**config.mk**
```make
export PLATFORM = sky130hd
export DESIGN_NAME = food_placement_controller
export DESIGN_NICKNAME = d
export VERILOG_FILES = /design/src/rtl/food_placement_controller.sv
export SDC_FILE = /design/constraint.sdc
export NUM_CORES = 1
export LEC_CHECK = 0
export BUFFER_PORTS_ARGS = -buffer_cell sky130_fd_sc_hd__buf_2
export CORE_UTILIZATION = 53
export DETAILED_ROUTE_END_ITERATION = 16
export PLACE_DENSITY = 0.93
export SYNTH_ARGS = -nofsm -noshare
export SYNTH_HDL_FRONTEND = slang
export SYNTH_SLANG_ARGS = --single-unit
```
**constraint.sdc**
```tcl
create_clock -name MasterClock -period 3.7 [get_ports MasterClock]
set_input_delay 0.185 -clock MasterClock [delete_from_list [all_inputs] [get_ports MasterClock]]
set_output_delay 0.185 -clock MasterClock [all_outputs]
set_load 0.005 [all_outputs]
```
**src/rtl/food_placement_controller.sv**
```systemverilog
// Food placement sequencer: samples random grid coordinates until an empty cell is found, then writes food there.
// Optional FOOD_PLACE_SCAN_EN adds a row-major fallback scan after MAX_TRIES random misses.
module food_placement_controller #(
   parameter int GRID_WIDTH     = 40,
   parameter int GRID_HEIGHT    = 30,
   parameter int BITS_PER_BLOCK = 2,
   parameter int BLOCK_EMPTY    = 0,
   parameter int BLOCK_FOOD     = 3,
   parameter int MAX_TRIES      = 16,
   parameter int HW             = $clog2(GRID_WIDTH),
   parameter int VW             = $clog2(GRID_HEIGHT),
   parameter int TW             = $clog2(MAX_TRIES + 1)
) (
   input  logic                      MasterClock,
   input  logic                      Reset,
   input  logic                      PlaceReq,
   input  logic [VW-1:0]             RandV,
   input  logic [HW-1:0]             RandH,
   output logic                      RdEn,
   output logic [VW-1:0]             RdV,
   output logic [HW-1:0]             RdH,
   input  logic [BITS_PER_BLOCK-1:0] RdData,
   output logic                      WrEn,
   output logic [VW-1:0]             WrV,
   output logic [HW-1:0]             WrH,
   output logic [BITS_PER_BLOCK-1:0] WrData,
   output logic                      Busy,
   output logic                      PlaceDone,
   output logic                      PlaceOk,
   output logic [VW-1:0]             FoodV,
   output logic [HW-1:0]             FoodH
);

   typedef enum logic [2:0] {
      IDLE, ISSUE, CHECK, WRITE, FAIL
`ifdef FOOD_PLACE_SCAN_EN
      , SCAN_ISSUE, SCAN_CHECK
`endif
   } state_t;

   state_t          state, state_n;
   logic [TW-1:0]   tries, tries_inc;
   logic [VW-1:0]   cand_v, red_v;
   logic [HW-1:0]   cand_h, red_h;
   logic            hit, last_try;

   // One conditional subtract is enough because 2^VW < 2*GRID_HEIGHT (same for H).
   assign red_v = (int'(RandV) >= GRID_HEIGHT) ? VW'(int'(RandV) - GRID_HEIGHT) : RandV;
   assign red_h = (int'(RandH) >= GRID_WIDTH)  ? HW'(int'(RandH) - GRID_WIDTH)  : RandH;

   assign hit       = (RdData == BITS_PER_BLOCK'(BLOCK_EMPTY));
   assign tries_inc = tries + TW'(1);
   assign last_try  = (tries_inc == TW'(MAX_TRIES));

`ifdef FOOD_PLACE_SCAN_EN
   logic [VW-1:0] scan_v;
   logic [HW-1:0] scan_h;
   logic          scan_last;
   assign scan_last = (scan_v == VW'(GRID_HEIGHT - 1)) && (scan_h == HW'(GRID_WIDTH - 1));
`endif

   always_ff @(posedge MasterClock or posedge Reset) begin
      if (Reset) begin
         state  <= IDLE;
         tries  <= '0;
         cand_v <= '0;
         cand_h <= '0;
         FoodV  <= '0;
         FoodH  <= '0;
`ifdef FOOD_PLACE_SCAN_EN
         scan_v <= '0;
         scan_h <= '0;
`endif
      end else begin
         state <= state_n;
         case (state)
            IDLE:  if (PlaceReq) tries <= '0;
            ISSUE: begin
               cand_v <= red_v;
               cand_h <= red_h;
            end
            CHECK: if (!hit) begin
               tries <= tries_inc;
`ifdef FOOD_PLACE_SCAN_EN
               scan_v <= '0;
               scan_h <= '0;
`endif
            end
            WRITE: begin
               FoodV <= cand_v;
               FoodH <= cand_h;
            end
`ifdef FOOD_PLACE_SCAN_EN
            SCAN_ISSUE: begin
               cand_v <= scan_v;
               cand_h <= scan_h;
            end
            SCAN_CHECK: if (!hit && !scan_last) begin
               if (scan_h == HW'(GRID_WIDTH - 1)) begin
                  scan_h <= '0;
                  scan_v <= scan_v + VW'(1);
               end else begin
                  scan_h <= scan_h + HW'(1);
               end
            end
`endif
            default: ;
         endcase
      end
   end

   always_comb begin
      state_n   = state;
      RdEn      = 1'b0;
      RdV       = '0;
      RdH       = '0;
      WrEn      = 1'b0;
      WrV       = '0;
      WrH       = '0;
      WrData    = '0;
      PlaceDone = 1'b0;
      PlaceOk   = 1'b0;
      Busy      = (state != IDLE);
      case (state)
         IDLE:  if (PlaceReq) state_n = ISSUE;
         ISSUE: begin
            RdEn    = 1'b1;
            RdV     = red_v;
            RdH     = red_h;
            state_n = CHECK;
         end
         CHECK: begin
            if (hit)           state_n = WRITE;
`ifdef FOOD_PLACE_SCAN_EN
            else if (last_try) state_n = SCAN_ISSUE;
`else
            else if (last_try) state_n = FAIL;
`endif
            else               state_n = ISSUE;
         end
         WRITE: begin
            WrEn      = 1'b1;
            WrV       = cand_v;
            WrH       = cand_h;
            WrData    = BITS_PER_BLOCK'(BLOCK_FOOD);
            PlaceDone = 1'b1;
            PlaceOk   = 1'b1;
            state_n   = IDLE;
         end
         FAIL: begin
            PlaceDone = 1'b1;
            state_n   = IDLE;
         end
`ifdef FOOD_PLACE_SCAN_EN
         SCAN_ISSUE: begin
            RdEn    = 1'b1;
            RdV     = scan_v;
            RdH     = scan_h;
            state_n = SCAN_CHECK;
         end
         SCAN_CHECK: begin
            if (hit)            state_n = WRITE;
            else if (scan_last) state_n = FAIL;
            else                state_n = SCAN_ISSUE;
         end
`endif
         default: state_n = IDLE;
      endcase
   end

endmodule

```
# ---- After elaboration in Yosys (flattened, before gate mapping)
# Index checks and enable logic that the tools add are counted.
dict set report totals {
  reg_bits 30
  input_bits 16
  out_inout_bits 40
  wordCells 41
}
dict set report op_classes {
  add_sub_neg 3
  n_lt_le_gt_ge 2
  eq_ne 7
  n_mux 17
  reduce_logical 6
}
# operator n
set ops {}
lappend ops {{5-bit two-way mux} 5}
lappend ops {{6-bit two-way mux} 3}
lappend ops {{5-bit case mux with 2 select lines} 1}
lappend ops {{3-bit two-way mux} 3}
lappend ops {{3-bit case mux with 3 select lines} 1}
lappend ops {{3-bit by 2-bit == test with 1-bit output, second input constant} 2}
lappend ops {{6-bit >= comparator, second input constant} 1}
lappend ops {{6-bit subtractor, second input constant} 1}
lappend ops {{5-bit by 1-bit adder with 5-bit output, second input constant} 1}
lappend ops {{5-bit == test, second input constant} 1}
lappend ops {{5-bit >= comparator, second input constant} 1}
lappend ops {{5-bit subtractor, second input constant} 1}
lappend ops {{2-bit != test, second input constant} 2}
lappend ops {{3-bit by 1-bit == test with 1-bit output, second input constant} 1}
lappend ops {{3-bit == test, second input constant} 1}
lappend ops {{3-bit zero test} 1}
lappend ops {{1-bit two-way mux} 3}
lappend ops {{3-bit AND reduction} 1}
lappend ops {{3-bit nonzero test} 1}
lappend ops {{2-bit zero test} 1}
lappend ops {{2-bit two-way mux} 1}
lappend ops {{2-bit nonzero test} 1}
lappend ops {{2-bit OR reduction} 1}

# ---- Depth between registers and ports, before layout
dict set report logic_depth {
  depth_word 5
  mapped_depth 6
  depth_no_buf 4
}

# ---- Least setup slack after synthesis
# No wires, ideal clock.
dict set report synth_path {
  path_type {register to output}
  start {reg state[1]}
  end {out RdV[1]}
  arrival_time_ns 1.252
  path_slack_ns 2.263
  stages_incl_launch_ff 6
  path_buffers 3
  path_cell_list {dfrtp_1 > buf_4 > or3b_1 > buf_6 > buf_6 > a21oi_1}
}
dict set report synth_via {
  elab_chain_cells 2
}
# element line
set synth_lines {}
lappend synth_lines {{from (decl)} 41} ;# state_t state, state_n;
lappend synth_lines {{from (signal assigned)} 75} ;# state <= state_n;
lappend synth_lines {{3-bit by 1-bit == test with 1-bit output} 124} ;# case (state)
lappend synth_lines {{5-bit two-way mux} 124}
lappend synth_lines {{to (decl)} 20} ;# output logic [VW-1:0] RdV,
# Every way passes these cells.

# ---- Worst setup path after layout
dict set report layout_path {
  start {reg state[1]}
  end {out RdH[2]}
}
dict set report layout_via {
  elab_chain_cells 2
}
# element line
set layout_lines {}
lappend layout_lines {{3-bit by 1-bit == test with 1-bit output} 124}
lappend layout_lines {{6-bit two-way mux} 124}
lappend layout_lines {{to (decl)} 21} ;# output logic [HW-1:0] RdH,
# Every way passes these cells.

==> impl_metrics.toml <==
[routing]
drt_iter0_markers = 40
ant_nets = 0
vias = 1269
drc = 0
drt_pass1_iterations = 4
wl_mm = 3.439
wire_per_inst_um = 15.02
via_per_inst = 5.541

[timing]
setup_viol = 0
hold_viol_final = 0
worst_slew_pin_slew_ns = 1.141
rsz0062_at_grt = "no"
slew_viol_final = 0
slew-limit-headroom_pct = 23.87
period_needed_ns = 2.208
fin_crit_sh_pct = 59.67
fin_tns_setup_ns = 0
skew_ns = 0.005473
fmax_mhz = 453.0

[min_path]
hold_path_class = "primary input to async pin"

[floorplanning]
dieArea_um2 = 3199
fp.dieH_um = 56.56
boundaryPins = 56
row_count = 19
die_x_um = 56.56
start_util_pct = 56.73
core_area_um2 = 2781

[global_routing]
track_usage_pct = 23.11
use_met2_pct = 38.99
met1_usage_pct = 24.66
grt_overflow = 0
grt_pass1_vias = 1257
use_met3_pct = 7.143
antenna_found_initial = 0
grt_max_degree = 31
grt_pass1_wl_mm = 5.520
grt-busiest-layer = "met2"

[synth]
avgSynthCellArea_um2 = 11.11
yosysUniqueCellTypes = 43
synth_edf_count = 0
yosysSeqAreaShare_pct = 47.58
synth_seq_cells = 30
syn-instance-count = 142
ys_warn_count = 0
synth_nets = 162
mappedNetlistArea_um2 = 1578
async_flop_share_pct = 100.0
dominantRegCellSynth = "dfrtp_1"

[worst_setup_path]
critical_path.max_stage_delay_ns = 0.63
crit_family = "simple AND/OR/NAND/NOR gates"
endpoint_kind = "output port"
cp_slowest_cell = "or3b_1"
critPathBufInv = 2
path_cells = "or3b_1 -> clkinv_4 -> and2_1 -> buf_2"
start_kind = "flop"
worstPathRequired_ns = 3.51
worst-setup-path-type = "flop to output port"
path_max_fanout = 17
cp.arrival_ns = 2.02

[cts]
tritoncts = "yes"
clkSinkCount = 30
clockRootBuffer = "clkbuf_4"
cts.hold.buffers_added = 0
cts_resized = 0
clkTransAtPathRegs_ns = 0.09
htree_levels = 2
clockBufferDepth = 2
post-cts-setup-buffers = 0
cts_buffers = 5
clock_latency_ns = 0.33

[cells_and_area]
seq_area_um2 = 750.7
diodes = 0
multi_input_area_um2 = 730.7
nets = 217
syn_to_final_growth_pct = 20.06
nFillCells = 212
drive_gt1_share_pct = 40.40

[placement]
dp_hpwl_mm = 2.498
numPortBuffers = 55
globalplace.congestion = 0.8571

[power_and_ir_drop]
p_leak_uw = 0.001056
power.density_nw_per_um2 = 686.5
peakVddDrop_mv = 0.4386
power.total_uw = 1300

[outcome]
run_status = "finished clean"

[run]
max-cap-violations = 0
==> layout by cell type, fill, tap and decap left out, drive strengths merged, types with 3 or more instances in the layout <==
master	count
a21oi	3
mux2	12
a31oi	3
nand2b	4
and3	3
nor2	7
nor2b	4
clkbuf	7
nand2	4
o21ai	3
ha	4
dfrtp	30
inv	6
a21o	9
and2	15
buf	56
==> Yosys cell counts (all sizes together), types with 3 or more instances <==
master | number | area share (%)
and3 | 3 | 1.5
o21ai | 3 | 0.95
ha | 4 | 3.2
dfrtp | 30 | 48
buf | 8 | 4.1
nor2 | 7 | 1.7
nand2b | 4 | 1.6
and2 | 15 | 5.9
inv | 6 | 1.4
a21o | 9 | 4.3
nand2 | 4 | 0.95
nor2b | 4 | 1.6
a31oi | 3 | 1.2
mux2 | 12 | 8.6
a21oi | 3 | 0.95
==> logic make-up after synthesis <==
group / Yosys count / share of synthesized area (%)
and+or+nand+nor: 47 / 17.60
AOI/OAI and AO/OA: 31 / 15.23
xor gates and xnor gates: 2 / 1.110
adders and majority gates: 4 / 3.172
buffers and inverters: 15 / 6.106
DFF: 30 / 47.58
muxes: 13 / 9.199
==> registers in the layout (all words and copies together), names as in the netlist <==
name / cells
cand_h: 6
FoodV: 5
tries: 5
state: 3
cand_v: 5
FoodH: 6
==> where the power goes <==
group | internal [uW] | switching [uW] | total, uW
clock | 92.0 | 112 | 204
combinational | 283 | 260 | 543
sequential | 458 | 95.2 | 553
==> metal layers <==
layer  share of wire (%)  up-vias
li1                    -      603
met1                  40      592
met2                  49       59
met3                 6.8       15
met4                 3.9        0
met5                   0        -
==> final timing paths <==
| path | cells after the start | slack [ns] | endpoint | startpoint |
|---|---|---|---|---|
| min | 2 | 0.13 | FoodV[2] | Reset |
| max in group asynchronous | 2 | 2.88 | state[2] | Reset |
| min reg2reg | 1 | 0.50 | cand_h[0] | cand_h[0] |
| min in group MasterClock | 2 | 0.16 | cand_v[4] | RandV[4] |
| max | 4 | 1.49 | RdH[2] | state[1] |
| max reg2reg | 4 | 1.88 | cand_h[2] | state[1] |
==> metrics by stage <==
| stage | utilization [%] | hold slack (ns) | cell area [um^2] | worst slack (ns) | instances |
|---|---|---|---|---|---|
| after detailed placement | 65.95 | 0.4867 | 1834 | 1.882 | 221 |
| after floorplan | - | 0.2758 | 1578 | 2.263 | 142 |
| after global routing | 68.11 | 0.1505 | 1894 | 1.371 | 229 |
| final | 68.11 | 0.1329 | 1894 | 1.492 | 229 |
| after CTS | 68.11 | 0.1364 | 1894 | 1.500 | 229 |
| after global placement | 65.95 | 0.4710 | 1834 | 1.943 | 221 |
==> final cells by class <==
type	instances	area share [%]
multi-input combinational	97	38.57
sequential	30	39.63
tap	31	2.048
clock buffer	7	2.906
timing repair buffer	56	14.93
inverter	7	1.651
clock inverter	1	0.2642
No activity file was read; power rests on OpenSTA's default activity.
